===== config.mk =====
export PLATFORM = sky130hd
export DESIGN_NAME = countdown_timer_10bit
export DESIGN_NICKNAME = d
export VERILOG_FILES = /design/src/rtl/countdown_timer_10bit.sv
export SDC_FILE = /design/constraint.sdc
export NUM_CORES = 1
export LEC_CHECK = 0
export BUFFER_PORTS_ARGS = -buffer_cell sky130_fd_sc_hd__buf_2
export CAP_MARGIN = 30
export CORE_MARGIN = 4
export CORE_UTILIZATION = 48
export DETAILED_ROUTE_END_ITERATION = 8
export PLACE_DENSITY_LB_ADDON = 0.12
export SYNTH_ARGS = -nofsm -noshare
export SYNTH_HDL_FRONTEND = slang
export SYNTH_SLANG_ARGS = --single-unit
export TNS_END_PERCENT = 1

===== constraint.sdc =====
create_clock -name clock -period 3.1 [get_ports clock]
set_input_delay 0.155 -clock clock [delete_from_list [all_inputs] [get_ports clock]]
set_output_delay 0.155 -clock clock [all_outputs]
set_load 0.02 [all_outputs]

===== src/rtl/countdown_timer_10bit.sv =====
// countdown_timer_10bit: 10-bit down-counter with an IDLE / COUNT / EXPIRED FSM.
// A start loads count_value and the count falls by one per clock. Pause freezes
// the count, abort returns the timer to idle, and done pulses for one cycle at expiry.
// Build option: define COUNTDOWN_AUTO_RELOAD_EN to reload count_value at expiry and
// keep counting instead of stopping in EXPIRED.
module countdown_timer_10bit (
    input  logic       clock,
    input  logic       resetn,
    input  logic       start,
    input  logic       abort,
    input  logic       pause,
    input  logic [9:0] count_value,
    output logic [9:0] count,
    output logic       busy,
    output logic       done,
    output logic       expired
);

    typedef enum logic [1:0] {
        ST_IDLE    = 2'd0,
        ST_COUNT   = 2'd1,
        ST_EXPIRED = 2'd2
    } state_t;

    state_t     state_q, state_d;
    logic [9:0] count_q, count_d;
    logic       done_q,  done_d;

    // State, count and done registers; reset clears everything without waiting for a clock edge.
    always_ff @(posedge clock or negedge resetn) begin
        if (!resetn) begin
            state_q <= ST_IDLE;
            count_q <= 10'd0;
            done_q  <= 1'b0;
        end else begin
            state_q <= state_d;
            count_q <= count_d;
            done_q  <= done_d;
        end
    end

    // Next-state logic. Priority order is abort, then start, then pause, then decrement.
    always_comb begin
        state_d = state_q;
        count_d = count_q;
        done_d  = 1'b0;

        if (abort) begin
            // Abort is silent: the timer goes back to idle and done does not pulse.
            state_d = ST_IDLE;
            count_d = 10'd0;
        end else if (start) begin
            // A start is honoured in every state. In COUNT it restarts the count.
            if (count_value == 10'd0) begin
                state_d = ST_EXPIRED;
                count_d = 10'd0;
                done_d  = 1'b1;
            end else begin
                state_d = ST_COUNT;
                count_d = count_value;
            end
        end else begin
            case (state_q)
                ST_COUNT: begin
                    if (!pause) begin
                        // COUNT never holds a zero count, so a value of 1 marks the final decrement.
                        if (count_q <= 10'd1) begin
                            done_d = 1'b1;
`ifdef COUNTDOWN_AUTO_RELOAD_EN
                            // The reload samples count_value as it is now.
                            // A zero value expires the timer instead of reloading it.
                            if (count_value == 10'd0) begin
                                state_d = ST_EXPIRED;
                                count_d = 10'd0;
                            end else begin
                                state_d = ST_COUNT;
                                count_d = count_value;
                            end
`else
                            state_d = ST_EXPIRED;
                            count_d = 10'd0;
`endif
                        end else begin
                            count_d = count_q - 10'd1;
                        end
                    end
                end
                ST_IDLE, ST_EXPIRED: begin
                    // Pause has no effect in these states, and the count stays at zero.
                    count_d = 10'd0;
                end
                default: begin
                    state_d = ST_IDLE;
                    count_d = 10'd0;
                end
            endcase
        end
    end

    assign count   = count_q;
    assign done    = done_q;
    assign busy    = (state_q == ST_COUNT);
    assign expired = (state_q == ST_EXPIRED);

endmodule


==> flow_metrics.py <==
metrics = {
    "routing": {
        "vias_per_cell": 6.370,
        "drt.antenna.violating_nets": 0,
        "drt_first_iter_violations": 18,
        "first_pass_iters": 4,
        "postRouteWirelength_um": 2203,
        "residual_drc": 0,
        "vias": 860,
        "post_drt_wl_per_cell_um": 16.32,
    },
    "setup_path": {
        "required_time_of_the_critical_path_ns": 3.28,
        "worst_setup_path_start_kind": "flip-flop",
        "critPathCaptureType": "flip-flop",
        "critPathKind": "flip-flop to flip-flop",
        "cp_buf_inv_count": 0,
        "cp_cell_sequence": "or4_4, or4_4, or4_4, a221oi_2",
        "critical_path.top_delay_family": "simple AND/OR/NAND/NOR gates",
        "crit_path_top_delay_cell": "or4_4",
        "crit_path_max_fanout": 9,
        "timing.reg2reg.worst_path_depth": 4,
        "crit_arrival_ns": 2.41,
        "path_common_cell": "or4_4",
        "cp_slowest_stage_delay_ns": 0.55,
        "worstSetupPathDepth": 4,
    },
    "timing": {
        "fin_worst_skew_ns": 0.001474,
        "totalNegativeSetupSlack_ns": 0,
        "setup_failing_eps_final": 0,
        "relSlewSlack": 0.3972,
        "fin_hold_viols": 0,
        "fin_crit_ns": 2.223,
        "max_slew.worst_pin.slew_ns": 0.9023,
        "achievable-frequency_mhz": 449.8,
        "fin_crit_sh": 0.7172,
        "rsz0062_at_grt": "no",
        "finalMaxSlewViolations": 0,
    },
    "floorplan": {
        "design.die.area_um2": 2457,
        "die_height_um": 49.57,
        "initial_core_util": 0.5262,
        "die_width_um": 49.57,
        "boundary_pin_count": 28,
        "floorplan.core_area_um2": 1577,
        "placementRows": 14,
    },
    "logic_synthesis": {
        "postSynthCellCount": 89,
        "synthesis.area_per_instance_um2": 9.321,
        "synth.yosys.seq_area_share": 0.3922,
        "synth_top_area_cell": "dfrtp_1",
        "synth_area_leaders": "dfrtp_1, o21ai_0, or4_4, nor4_1, inv_1",
        "ys_async_sr_fraction": 1.000,
        "synth_seq_cells": 13,
        "synth_flop_cell": "dfrtp_1",
        "post_synth_edffs": 0,
        "netlist-cell-type-count": 37,
        "portion_of_synthesized_cell_area_occupied_by_the_leading_cell_type": 0.3922,
        "syn_area_um2": 829.5,
        "synth_fp_nets": 106,
        "yosysWarningCount": 0,
    },
    "cells_and_area": {
        "final_util": 0.6381,
        "nFillCells": 150,
        "layout-drive-gt1-share": 0.3445,
        "layout_commonest_cell": "buf_2",
        "num-nets-final": 137,
        "syn2layout_area_growth_pct": 21.27,
        "diodes": 0,
        "layout_common_cells": "buf_2, dfrtp_1, inv_1, o21ai_0",
    },
    "grt": {
        "grt_remaining_overflow": 0,
        "grt_first_pass_wirelength_um": 3643,
        "gr-usage-all-layers": 0.1895,
        "grt_max_degree": 14,
        "vias_in_the_first_global_route": 771,
        "antenna_found_initial": 0,
    },
    "clock_tree": {
        "cts_setup_buffers": 0,
        "clock_latency_ns": 0.27,
        "cts_tree": "done",
        "cts-resized-gates": 0,
        "clock_h_tree_levels": 1,
        "max-clock-path-buffers": 2,
        "clk_root_buffer_cell": "clkbuf_4",
        "worst_setup_hold_path_clk_slew_ns": 0.08,
        "numClockSinks": 13,
        "cts_buffers": 3,
    },
    "status": {
        "run_status": "finished clean",
    },
    "place": {
        "placement.io_buffers": 27,
        "dp_hpwl_um": 1621,
        "gp_routability_congestion": 0.8664,
    },
    "power": {
        "power.leakage_uw": 0.0004797,
        "peak_supply_drop_mv": 0.2596,
        "power_density_nw_per_um2": 394.3,
        "power_consumption_uw": 396.7,
    },
    "hold_path": {
        "hold_depth": 2,
        "timing.hold.worst.class": "input pin to flip-flop",
    },
    "flow_run": {
        "maxCapViolations": 0,
    },
}
-- timing repair --
action	4_1_cts	5_1_grt
endpoints found under the hold margin	13	0
hold buffers	1	0
endpoints found under the setup margin	0	0
-- cell usage after synthesis, types with 2 or more instances --
library cell,number
a22oi_1,3
or4_4,3
nor2_1,6
or4_1,2
or3_2,2
nor2b_1,2
ha_1,2
inv_1,7
a31oi_1,2
nand2_1,6
dfrtp_1,13
o311ai_0,2
o21ai_0,7
nor3_1,3
a32oi_1,3
nor4_1,5
-- through the flow --
step | instance area [um2] | hold WS (ns) | worst slack (ns) | std cells
floorplan | 829.5 | -0.1406 | 0.7999 | 89
global placement | 969.7 | 0.05589 | 0.9394 | 130
detailed placement | 969.7 | 0.06058 | 0.9049 | 130
CTS | 1006 | 0.07175 | 0.8859 | 135
global route | 1006 | 0.06833 | 0.7517 | 135
finish | 1006 | 0.08230 | 0.8766 | 135
-- per-layer routing --
metal  vias to the layer above  wire length, um  global-route usage  share of wire
met5                         -                0                   0              0
met4                         0               16             0.06912         0.0073
met3                         2              156             0.04217          0.071
met2                        40             1031              0.2863           0.47
met1                       413              999              0.2627           0.45
li1                        405                -                   -              -
-- registers in the layout, summed over array words and instances, names as in the netlist --
signal / count
done: 1
count: 10
state_q: 2
-- cells by family (layout without fill, tap and decap cells) --
family,after synthesis,in the layout,share of synthesized area
flip-flops,13,13,0.3922
XOR/XNOR,1,1,0.01056
multiplexers,1,1,0.01207
buffers and inverters,10,40,0.05883
AO/OA/AOI/OAI,24,24,0.2172
adder cells (fa/ha/maj),2,2,0.03016
AND/OR/NAND/NOR,38,38,0.2790
-- cell type report --
cell class / instances / area, um2 / share of cell area
flip-flops and latches: 13 / 325.3 / 0.3234
repair buffers: 29 / 152.6 / 0.1517
clock buffers: 4 / 26.28 / 0.02612
well taps: 16 / 20.02 / 0.01990
multi-input cells: 66 / 455.4 / 0.4527
inverters: 7 / 26.28 / 0.02612
-- worst paths after layout --
kind / startpoint / to / slack (ns)
worst min register to register: count[9] / count[9] / 0.59
worst max register to register: count[6] / state_q[1] / 0.88
worst min-delay path: abort / state_q[1] / 0.08
min in group asynchronous: resetn / count[7] / 0.31
max in group asynchronous: resetn / count[1] / 2.56
worst max-delay path: count[6] / state_q[1] / 0.88
-- power breakdown --
part | leakage (uW) | internal, uW | switching (uW)
clock network | 0.0000150 | 49.8 | 55.6
registers | 0.000174 | 178 | 11.7
logic | 0.000291 | 42.3 | 59.2
total | 0.000480 | 270 | 127
(Power assumes the default switching activity.)
